--- src/rtl/bpi_cmd_seq.sv ---
// bpi_cmd_seq: sequences the command words of a parallel NOR (BPI) flash for
// READ, PROGRAM, ERASE, UNLOCK, LOCK, READ_STATUS and CLEAR_STATUS requests.
// Each step is one bus cycle (write or read) handed to a lower flash interface.
// PROGRAM and ERASE end with a status poll loop, a bounded timeout, an optional
// status clear and a return to read-array mode.
//
// Ports:
//   CLK, RST                 clock, synchronous active-high reset
//   CMD_VALID/CODE/ADDR/DATA command request (code 0..7, others rejected)
//   CMD_ACK                  one-cycle accept pulse (combinational, IDLE only)
//   SEQ_BUSY, DONE, ERROR    sequence in progress, completion pulse, result
//   STATUS                   last flash status byte captured
//   RD_DATA, RD_VALID        read result and its pulse (READ / READ_STATUS)
//   ADDR, CMD_DATA_OUT, OP   bus-cycle request (OP 01 write, 10 read, 00 idle)
//   EXECUTE                  one-cycle start strobe for the bus cycle
//   DATA_IN, LOAD_DATA, BUSY read data, its strobe, interface busy
module bpi_cmd_seq #(
    parameter logic [15:0] POLL_LIMIT = 16'd4000,
    parameter int unsigned GUARD      = 2
) (
    input  logic        CLK,
    input  logic        RST,
    input  logic        CMD_VALID,
    input  logic [3:0]  CMD_CODE,
    input  logic [22:0] CMD_ADDR,
    input  logic [15:0] CMD_DATA,
    output logic        CMD_ACK,
    output logic        SEQ_BUSY,
    output logic        DONE,
    output logic        ERROR,
    output logic [7:0]  STATUS,
    output logic [15:0] RD_DATA,
    output logic        RD_VALID,
    output logic [22:0] ADDR,
    output logic [15:0] CMD_DATA_OUT,
    output logic [1:0]  OP,
    output logic        EXECUTE,
    input  logic [15:0] DATA_IN,
    input  logic        LOAD_DATA,
    input  logic        BUSY
);

    typedef enum logic [2:0] {
        StIdle, StIssue, StWait, StNext, StPollChk, StFinish
    } state_e;

    localparam logic [3:0] CmdNop     = 4'd0;
    localparam logic [3:0] CmdRead    = 4'd1;
    localparam logic [3:0] CmdProgram = 4'd2;
    localparam logic [3:0] CmdErase   = 4'd3;
    localparam logic [3:0] CmdUnlock  = 4'd4;
    localparam logic [3:0] CmdLock    = 4'd5;
    localparam logic [3:0] CmdRdStat  = 4'd6;
    localparam logic [3:0] CmdClrStat = 4'd7;

    localparam logic [1:0] OpWrite   = 2'b01;
    localparam logic [1:0] OpRead    = 2'b10;
    // Status bits 5,4,3,1: erase, program, VPP and block-lock errors.
    localparam logic [7:0] ErrMask   = 8'h3A;
    localparam logic [7:0] GuardInit = 8'(GUARD);

    state_e      state_q, state_d;
    logic [3:0]  code_q, code_d;
    logic [22:0] addr_q, addr_d;
    logic [15:0] wdata_q, wdata_d;
    logic [2:0]  step_q, step_d;
    logic [7:0]  guard_q, guard_d;
    logic [15:0] poll_q, poll_d;
    logic [15:0] cap_q, cap_d;
    logic [15:0] rd_data_q, rd_data_d;
    logic [7:0]  status_q, status_d;
    logic        error_q, error_d;

    logic        step_rd;
    logic [15:0] step_wdata;

    // Micro-program: bus cycle for (command, step). PROGRAM/ERASE share steps
    // 2..5: read-status cmd, poll read, clear status (error only), read array.
    always_comb begin
        step_rd    = 1'b0;
        step_wdata = 16'h0000;
        case (code_q)
            CmdRead: begin
                if (step_q == 3'd0) step_wdata = 16'h00FF;
                else                step_rd    = 1'b1;
            end
            CmdProgram, CmdErase: begin
                case (step_q)
                    3'd0:    step_wdata = (code_q == CmdProgram) ? 16'h0040 : 16'h0020;
                    3'd1:    step_wdata = (code_q == CmdProgram) ? wdata_q : 16'h00D0;
                    3'd2:    step_wdata = 16'h0070;
                    3'd3:    step_rd    = 1'b1;
                    3'd4:    step_wdata = 16'h0050;
                    default: step_wdata = 16'h00FF;
                endcase
            end
            CmdUnlock, CmdLock: begin
                if (step_q == 3'd0)          step_wdata = 16'h0060;
                else if (code_q == CmdLock)  step_wdata = 16'h0001;
                else                         step_wdata = 16'h00D0;
            end
            CmdRdStat: begin
                if (step_q == 3'd0) step_wdata = 16'h0070;
                else                step_rd    = 1'b1;
            end
            CmdClrStat: step_wdata = 16'h0050;
            default: ;
        endcase
    end

    always_comb begin
        state_d      = state_q;
        code_d       = code_q;
        addr_d       = addr_q;
        wdata_d      = wdata_q;
        step_d       = step_q;
        guard_d      = guard_q;
        poll_d       = poll_q;
        cap_d        = cap_q;
        rd_data_d    = rd_data_q;
        status_d     = status_q;
        error_d      = error_q;
        CMD_ACK      = 1'b0;
        EXECUTE      = 1'b0;
        DONE         = 1'b0;
        RD_VALID     = 1'b0;
        OP           = 2'b00;
        CMD_DATA_OUT = 16'h0000;

        unique case (state_q)
            StIdle: begin
                if (CMD_VALID && !RST) begin
                    CMD_ACK = 1'b1;
                    code_d  = CMD_CODE;
                    addr_d  = CMD_ADDR;
                    wdata_d = CMD_DATA;
                    step_d  = 3'd0;
                    error_d = CMD_CODE[3];
                    state_d = (CMD_CODE == CmdNop || CMD_CODE[3]) ? StFinish : StIssue;
                end
            end
            StIssue: begin
                if (!BUSY) begin
                    EXECUTE      = 1'b1;
                    OP           = step_rd ? OpRead : OpWrite;
                    CMD_DATA_OUT = step_rd ? 16'h0000 : step_wdata;
                    guard_d      = GuardInit;
                    state_d      = StWait;
                end
            end
            StWait: begin
                OP           = step_rd ? OpRead : OpWrite;
                CMD_DATA_OUT = step_rd ? 16'h0000 : step_wdata;
                if (step_rd && LOAD_DATA) cap_d = DATA_IN;
                // BUSY may lag EXECUTE, so it is not trusted during the guard.
                if (guard_q != 8'd0)  guard_d = guard_q - 8'd1;
                else if (!BUSY)       state_d = StNext;
            end
            StNext: begin
                state_d = StIssue;
                step_d  = step_q + 3'd1;
                case (code_q)
                    CmdRead, CmdRdStat: begin
                        if (step_q != 3'd0) begin
                            state_d   = StFinish;
                            rd_data_d = cap_q;
                            if (code_q == CmdRdStat) status_d = cap_q[7:0];
                        end
                    end
                    CmdProgram, CmdErase: begin
                        case (step_q)
                            3'd1: poll_d = 16'd0;
                            3'd3: begin
                                poll_d  = poll_q + 16'd1;
                                step_d  = step_q;
                                state_d = StPollChk;
                            end
                            3'd5: state_d = StFinish;
                            default: ;
                        endcase
                    end
                    CmdUnlock, CmdLock: begin
                        if (step_q != 3'd0) state_d = StFinish;
                    end
                    default: state_d = StFinish;
                endcase
            end
            StPollChk: begin
                state_d = StIssue;
                if (cap_q[7]) begin
                    status_d = cap_q[7:0];
                    if (|(cap_q[7:0] & ErrMask)) begin
                        error_d = 1'b1;
                        step_d  = 3'd4;
                    end else begin
                        step_d  = 3'd5;
                    end
                end else if (poll_q >= POLL_LIMIT) begin
                    status_d = cap_q[7:0];
                    error_d  = 1'b1;
                    step_d   = 3'd4;
                end
            end
            StFinish: begin
                DONE     = 1'b1;
                RD_VALID = (code_q == CmdRead) || (code_q == CmdRdStat);
                state_d  = StIdle;
            end
            default: state_d = StIdle;
        endcase
    end

    always_ff @(posedge CLK) begin
        if (RST) begin
            state_q   <= StIdle;
            code_q    <= 4'd0;
            addr_q    <= 23'd0;
            wdata_q   <= 16'd0;
            step_q    <= 3'd0;
            guard_q   <= 8'd0;
            poll_q    <= 16'd0;
            cap_q     <= 16'd0;
            rd_data_q <= 16'd0;
            status_q  <= 8'd0;
            error_q   <= 1'b0;
        end else begin
            state_q   <= state_d;
            code_q    <= code_d;
            addr_q    <= addr_d;
            wdata_q   <= wdata_d;
            step_q    <= step_d;
            guard_q   <= guard_d;
            poll_q    <= poll_d;
            cap_q     <= cap_d;
            rd_data_q <= rd_data_d;
            status_q  <= status_d;
            error_q   <= error_d;
        end
    end

    assign SEQ_BUSY = (state_q != StIdle);
    assign ERROR    = error_q;
    assign STATUS   = status_q;
    assign RD_DATA  = rd_data_q;
    assign ADDR     = addr_q;

endmodule
--- config.mk ---
export PLATFORM = sky130hd
export DESIGN_NAME = bpi_cmd_seq
export DESIGN_NICKNAME = d
export VERILOG_FILES = /design/src/rtl/bpi_cmd_seq.sv
export SDC_FILE = /design/constraint.sdc
export NUM_CORES = 1
export LEC_CHECK = 0
export BUFFER_PORTS_ARGS = -buffer_cell sky130_fd_sc_hd__buf_2
export CORE_UTILIZATION = 49
export DETAILED_ROUTE_END_ITERATION = 7
export PLACE_DENSITY = 0.75
export SLEW_MARGIN = 25
export SYNTH_ARGS = -nofsm -noshare
export SYNTH_HDL_FRONTEND = slang
export SYNTH_SLANG_ARGS = --single-unit
--- constraint.sdc ---
create_clock -name CLK -period 4.1 [get_ports CLK]
set_clock_uncertainty 0.15 [all_clocks]
set_input_delay 0.41 -clock CLK [delete_from_list [all_inputs] [get_ports CLK]]
set_output_delay 0.41 -clock CLK [all_outputs]
set_load 0.1 [all_outputs]
==> results.json, run 1 <==
{
  "vias": 5236,
  "yosysWarnings": 0,
  "syn_nets": 722,
  "nNetsFinal": 897,
  "worst_pin_slew_ns": 0.754,
  "drtAntennaViolNets": 0,
  "finalMaxSlewViolations": 0,
  "r2r_cells": 6,
  "top_layer_used": "met4",
  "start_util": 0.512,
  "syn_to_final_growth_pct": 37.4,
  "netlist_area_sq_mm": 0.00508,
  "cts-buffers-inserted": 17,
  "worstReg2RegEnd": "cap_q[9]$_SDFFE_PP0P_",
  "viasPerCell": 5.40,
  "std_cell_rows": 36,
  "dr_wl_met2_um": 7510,
  "reg2reg_slack_ns": 1.24,
  "clockRootBuffer": "clkbuf_8",
  "track_usage": 0.274,
  "drive_gt1_frac": 0.220,
  "core_sq_mm": 0.00991,
  "layout_min_cycle_time_ns": 3.97,
  "antenna_cells": 0,
  "dieArea_sq_mm": 0.0108,
  "ys_ff_latch": 114,
  "reg2reg_from": "step_q[0]$_SDFFE_PP0P_",
  "critPathCaptureType": "output pin",
  "die_h_um": 104,
  "p_per_area_mw_per_mm2": 598,
  "max_freq_mhz": 252,
  "finalPower_mw": 4.17,
  "clk_latency_ns": 0.52,
  "syn_avg_cell_area_sq_um": 7.82,
  "drc_errors": 0,
  "firstDrtPassIters": 5,
  "grt_pass1_wl_um": 23700,
  "wl_met3_um": 844,
  "grt_pass1_vias": 4982,
  "relSlewSlack": 0.497,
  "setup_ws_ns": 0.133,
  "nFillCells": 739,
  "numPortBuffers": 134,
  "synth.distinct_cells": 60,
  "synth-edff-count": 0,
  "min_to": "cap_q[8]$_SDFFE_PP0P_",
  "fin_crit_sh": 0.968,
  "pre_cts_slack_ns": 0.485,
  "place_congestion": 0.831,
  "cts_tree": "built",
  "hold_path_class": "input port to flip-flop",
  "rsz0062_at_grt": "false",
  "wl_per_cell_um": 15.1,
  "peakVddDrop_mv": 0.419,
  "worstHoldStart": "DATA_IN[8]",
  "syn_inst": 649,
  "yosysSeqAreaShare": 0.449,
  "grt_max_degree": 62,
  "cts.path.max_buffers": 2,
  "arrival_ns": 3.41,
  "io_pins": 135,
  "outcome": "finished, final reports clean",
  "hold_viol": 0,
  "worstSetupPathType": "flip-flop to output pin",
  "drt-initial-drc-count": 411,
  "cts_max_level": 4,
  "die_w_um": 104,
  "wl_met1_um": 6020,
  "synthArstFlopShare": 0,
  "drt_wl_total_um": 14600,
  "cp_max_fo": 9,
  "setup_violations": 0,
  "drv_cap": 0,
  "p_leak_nw": 3.07,
  "antenna_found_initial": 0,
  "startpoint_type": "flip-flop",
  "finalSetupTns_ns": 0,
  "clkTransAtPathRegs_ns": 0.06,
  "clkSinkCount": 114,
  "ys.flop_type": "dfxtp_1",
  "grt.overflow.total": 0,
  "min_path_cells": 3,
  "dp_hpwl_um": 8700,
  "required_ns": 3.54
}
routing by layer:
layer / GRT usage / vias to the layer above
met5: 0 / -
met4: 0.106 / 0
met3: 0.0636 / 28
met2: 0.488 / 198
met1: 0.317 / 2465
li1: - / 2545
final cells by class:
class	instances	area, sq um	area share
repair buffers	193	1270	0.182
clock buffers	19	432	0.0619
flip-flops and latches	114	2280	0.327
multi-input cells	483	2590	0.372
inverters	15	56.3	0.00807
clock inverters	13	174	0.0249
well taps	133	166	0.0239
worst max-delay path: stages, from the launching register on:
cell and delay, ns:
dfxtp_1 0.49, inv_1 0.14, ha_1 0.34, nor4bb_1 0.20, or3_1 0.36, or3_1 0.54, nor3_4 0.17, buf_4 0.18
and2_1 0.17, buf_4 0.30
flip-flops by register name, indices dropped and copies added (netlist names):
signal and cells:
ADDR 23, ERROR 1, RD_DATA 16, STATUS 8
cap_q 16, code_q 4, guard_q 8, poll_q 16
state_q 3, step_q 3, wdata_q 16
cell usage after synthesis, types with 2 or more instances:
| library cell | instances | share of area |
|---|---|---|
| nand4_1 | 8 | 0.0099 |
| nand2b_1 | 6 | 0.0074 |
| o32ai_1 | 2 | 0.0035 |
| buf_2 | 6 | 0.0059 |
| o21ai_1 | 5 | 0.0049 |
| nor3_1 | 14 | 0.014 |
| xnor2_1 | 7 | 0.012 |
| buf_1 | 4 | 0.0030 |
| buf_4 | 2 | 0.0030 |
| inv_1 | 12 | 0.0089 |
| nand2_1 | 186 | 0.14 |
| inv_2 | 2 | 0.0015 |
| mux2i_1 | 10 | 0.020 |
| o211ai_1 | 5 | 0.0074 |
| a22oi_1 | 2 | 0.0030 |
| a31oi_1 | 6 | 0.0074 |
| a21oi_1 | 52 | 0.051 |
| or3_1 | 9 | 0.011 |
| nor2b_1 | 4 | 0.0049 |
| and3_1 | 2 | 0.0025 |
| and4_1 | 2 | 0.0035 |
| ha_1 | 9 | 0.022 |
| a21o_1 | 2 | 0.0030 |
| dfxtp_1 | 114 | 0.45 |
| xor2_1 | 12 | 0.021 |
| o21ai_0 | 10 | 0.0099 |
| o31ai_1 | 2 | 0.0030 |
| nand3_1 | 51 | 0.050 |
| or3b_1 | 2 | 0.0035 |
| nor4_1 | 4 | 0.0049 |
| and2_1 | 8 | 0.0099 |
| clkbuf_1 | 24 | 0.018 |
| a211oi_1 | 4 | 0.0059 |
| nor2_1 | 35 | 0.026 |
cells by family (layout without fill, tap and decap cells):
logic type,after synthesis,count (layout),synth area share
flip-flops,114,114,0.449
multiplexers,11,11,0.0219
AND/OR/NAND/NOR,343,343,0.308
buffers and inverters,52,240,0.0429
XOR/XNOR,19,19,0.0328
adder cells (fa/ha/maj),9,9,0.0222
AO/OA/AOI/OAI,101,101,0.122
through the flow:
| stage | cells | hold WS, ns | instance area [sq um] | utilization |
|---|---|---|---|---|
| after CTS | 968 | 0.000282 | 6950 | 0.702 |
| after global routing | 970 | 0.0172 | 6970 | 0.704 |
| after detailed placement | 882 | 0.293 | 5790 | 0.584 |
| final | 970 | 0.0204 | 6970 | 0.704 |
| after floorplan | 649 | 0.279 | 5080 | - |
| after global placement | 882 | 0.289 | 5780 | 0.583 |
power breakdown:
| group | internal (mW) | total [mW] | switching, mW |
|---|---|---|---|
| Sequential | 1.25 | 1.39 | 0.141 |
| Combinational | 0.308 | 1.28 | 0.975 |
| Clock | 0.951 | 1.50 | 0.545 |
| Total | 2.51 | 4.17 | 1.66 |
placed cells by master, fill, tap and decap left out, types with 3 or more instances in the layout:
cell | synthesis | routed
buf_2 | 6 | 126
ha_1 | 9 | 9
xor2_1 | 12 | 12
inv_6 | 0 | 4
dfxtp_1 | 114 | 114
inv_1 | 12 | 12
and2_1 | 8 | 8
clkbuf_16 | 0 | 16
dlygate4sd3_1 | 0 | 55
a211oi_1 | 4 | 3
o211ai_1 | 5 | 5
nand2b_1 | 6 | 6
a31oi_1 | 6 | 6
clkinv_4 | 0 | 3
nand4_1 | 8 | 8
nor2_1 | 35 | 35
mux2i_1 | 10 | 10
nor2b_1 | 4 | 4
nor3_1 | 14 | 14
o21ai_1 | 5 | 4
o21ai_0 | 10 | 10
nor4_1 | 4 | 4
a21oi_1 | 52 | 52
bufinv_16 | 0 | 3
nand3_1 | 51 | 51
buf_4 | 2 | 12
xnor2_1 | 7 | 7
clkinvlp_4 | 0 | 3
or3_1 | 9 | 9
nand2_1 | 186 | 186
how the worst max path moves through the flow:
stage               slack, ns  cells past startpoint          endpoint              startpoint
finish                   0.13                      9  CMD_DATA_OUT[15]  step_q[2]$_SDFFE_PP0P_
global route             0.01                      9  CMD_DATA_OUT[15]  step_q[2]$_SDFFE_PP0P_
CTS                      0.07                      8  CMD_DATA_OUT[15]  step_q[2]$_SDFFE_PP0P_
detailed placement       0.49                      8  CMD_DATA_OUT[12]  step_q[2]$_SDFFE_PP0P_
global placement         0.61                      8  CMD_DATA_OUT[12]  step_q[2]$_SDFFE_PP0P_
floorplan                0.14                      9   CMD_DATA_OUT[4]  step_q[2]$_SDFFE_PP0P_
timing repair:
item,CTS,global route
endpoints found under the hold margin,54,1
gates resized for setup,8,0
setup buffers,0,1
endpoints found under the setup margin,8,8
pin swaps,0,1
hold buffers,54,1
Note: power is estimated with default switching activity, not from simulation.
==> run 2: changes to the inputs <==
--- a/config.mk
+++ b/config.mk
@@ -5,8 +5,10 @@
 export SDC_FILE = /design/constraint.sdc
 export NUM_CORES = 1
 export LEC_CHECK = 0
-export BUFFER_PORTS_ARGS = -buffer_cell sky130_fd_sc_hd__buf_2
+export BUFFER_PORTS_ARGS = -buffer_cell sky130_fd_sc_hd__clkbuf_2
+export CORE_MARGIN = 2
 export CORE_UTILIZATION = 49
+export CTS_CLUSTER_DIAMETER = 40
 export DETAILED_ROUTE_END_ITERATION = 7
 export PLACE_DENSITY = 0.75
 export SLEW_MARGIN = 25
==> run 2 against run 1 <==
Against the previous run: non-clock buffer count grew 3; critical endpoint is now CMD_DATA_OUT[13]; global-route usage shrank 1.1 points; combinational power is essentially flat; first-iteration DRC count grew 4.4%; clock-buffer cell count shrank 1; via count grew 0.36%; clock power shrank 5%; maximum frequency grew 1.1%; worst setup slack gained 0.042 ns.
==> results.json, run 2 (synthesized netlist as in run 1, its figures left out) <==
{
  "core_sq_mm": 0.0102,
  "clockRootBuffer": "clkbuf_8",
  "grt_pass1_wl_um": 23600,
  "cts_max_level": 4,
  "finalMaxSlewViolations": 0,
  "crit_path_end": "CMD_DATA_OUT[13]",
  "drv_cap": 0,
  "max_freq_mhz": 255,
  "drt-initial-drc-count": 429,
  "antenna_found_initial": 0,
  "cp_max_fo": 9,
  "hold_viol": 0,
  "p_leak_nw": 3.04,
  "clk_latency_ns": 0.51,
  "drt_wl_total_um": 14600,
  "layout_common_cells": "nand2_1 (186), clkbuf_2 (125), dfxtp_1 (113), dlygate4sd3_1 (58), a21oi_1 (52)",
  "dp_hpwl_um": 8880,
  "switchingPower_mw": 1.66,
  "cts_tree": "built",
  "critPathCaptureType": "output pin",
  "peakVddDrop_mv": 0.489,
  "required_ns": 3.54,
  "startpoint_type": "flip-flop",
  "track_usage": 0.262,
  "hold_path_class": "input port to flip-flop",
  "reg2reg_slack_ns": 1.25,
  "std_cell_rows": 37,
  "setup_ws_ns": 0.174,
  "rsz0062_at_grt": "false",
  "grt_pass1_vias": 5052,
  "cts.path.max_buffers": 2,
  "post_cts_buffers": 0,
  "setup_violations": 0,
  "p_int_mw": 2.45,
  "clkTransAtPathRegs_ns": 0.06,
  "numPortBuffers": 134,
  "drtAntennaViolNets": 0,
  "p_sw_frac": 0.403,
  "start_util": 0.499,
  "viasPerCell": 5.38,
  "finalSetupTns_ns": 0,
  "die_w_um": 106,
  "p_seq_frac": 0.338,
  "wl_per_cell_um": 14.9,
  "fin_crit_sh": 0.957,
  "vias": 5255,
  "drc_errors": 0,
  "layout.cells.most_common": "nand2_1",
  "firstDrtPassIters": 5,
  "pre_cts_slack_ns": 0.505,
  "r2r_cells": 6,
  "die_h_um": 106,
  "relSlewSlack": 0.482,
  "worst_pin_slew_ns": 0.778,
  "antenna_cells": 0,
  "worstReg2RegEnd": "cap_q[13]$_SDFFE_PP0P_",
  "reg2reg_from": "step_q[0]$_SDFFE_PP0P_",
  "outcome": "finished, final reports clean",
  "nNetsFinal": 900,
  "place_congestion": 0.851,
  "grt.overflow.total": 0,
  "clkSinkCount": 114,
  "arrival_ns": 3.37,
  "grt_max_degree": 62,
  "startpoint": "step_q[0]$_SDFFE_PP0P_",
  "dieArea_sq_mm": 0.0112,
  "layout_min_cycle_time_ns": 3.93,
  "cts-buffers-inserted": 17,
  "largest_reg_flops": 23,
  "p_comb_frac": 0.314,
  "p_per_area_mw_per_mm2": 587,
  "clock_power_share": 0.348,
  "syn_to_final_growth_pct": 37.9,
  "io_pins": 135,
  "worstSetupPathType": "flip-flop to output pin",
  "drive_gt1_frac": 0.221
}
-- run 2: metrics by stage --
step | std cells | util | hold slack (ns) | total power, mW | area, sq um
floorplan | 649 | - | 0.279 | 2.40 | 5080
global placement | 886 | 0.570 | 0.287 | 2.60 | 5810
detailed placement | 886 | 0.571 | 0.294 | 2.63 | 5810
CTS | 976 | 0.687 | 0.00552 | 4.10 | 7000
global route | 976 | 0.687 | 0.00723 | 4.29 | 7000
finish | 976 | 0.687 | 0.0184 | 4.11 | 7000
-- run 2: layout make-up --
type	count	area, sq um
clock buffers	18	428
multi-input cells	483	2590
inverters	15	56.3
fillers	792	3180
clock inverters	14	155
repair buffers	196	1320
well taps	136	170
flip-flops and latches	114	2280
-- run 2: repair_timing --
item / 4_1_cts / 5_1_grt
pin swaps: 0 / 1
gates resized for setup: 8 / 1
endpoints found under the hold margin: 58 / 0
endpoints found under the setup margin: 8 / 8
hold buffers: 58 / 0
-- run 2: worst min path at each step --
stage,from,endpoint,slack (ns),depth (start not counted)
after floorplan,wdata_q[10]$_SDFFE_PP0P_,wdata_q[10]$_SDFFE_PP0P_,0.28,2
after global placement,cap_q[8]$_SDFFE_PP0P_,RD_DATA[8]$_SDFFE_PP0P_,0.29,2
after detailed placement,wdata_q[14]$_SDFFE_PP0P_,wdata_q[14]$_SDFFE_PP0P_,0.29,2
after CTS,DATA_IN[5],cap_q[5]$_SDFFE_PP0P_,0.006,3
after global routing,DATA_IN[5],cap_q[5]$_SDFFE_PP0P_,0.007,3
final,DATA_IN[5],cap_q[5]$_SDFFE_PP0P_,0.02,3
-- run 2: power groups by stage --
stage / clock, mW / combinational [mW] / sequential [mW]
floorplan: 0 / 0.672 / 1.73
global placement: 0 / 1.21 / 1.39
detailed placement: 0 / 1.23 / 1.40
CTS: 1.44 / 1.27 / 1.38
global route: 1.51 / 1.37 / 1.41
finish: 1.43 / 1.29 / 1.39
-- run 2: per-layer routing --
metal  share of wire  track usage
met5               0            0
met4           0.022        0.111
met3           0.065       0.0730
met2            0.50        0.440
met1            0.42        0.315
-- run 2: worst max-delay path, cell delays in order (launching register included) --
cell	delay [ns]
dfxtp_1	0.34
ha_1	0.23
ha_1	0.30
nor4bb_1	0.20
or3_1	0.35
or3_1	0.55
nor3_4	0.35
and2_1	0.20
clkbuf_4	0.33
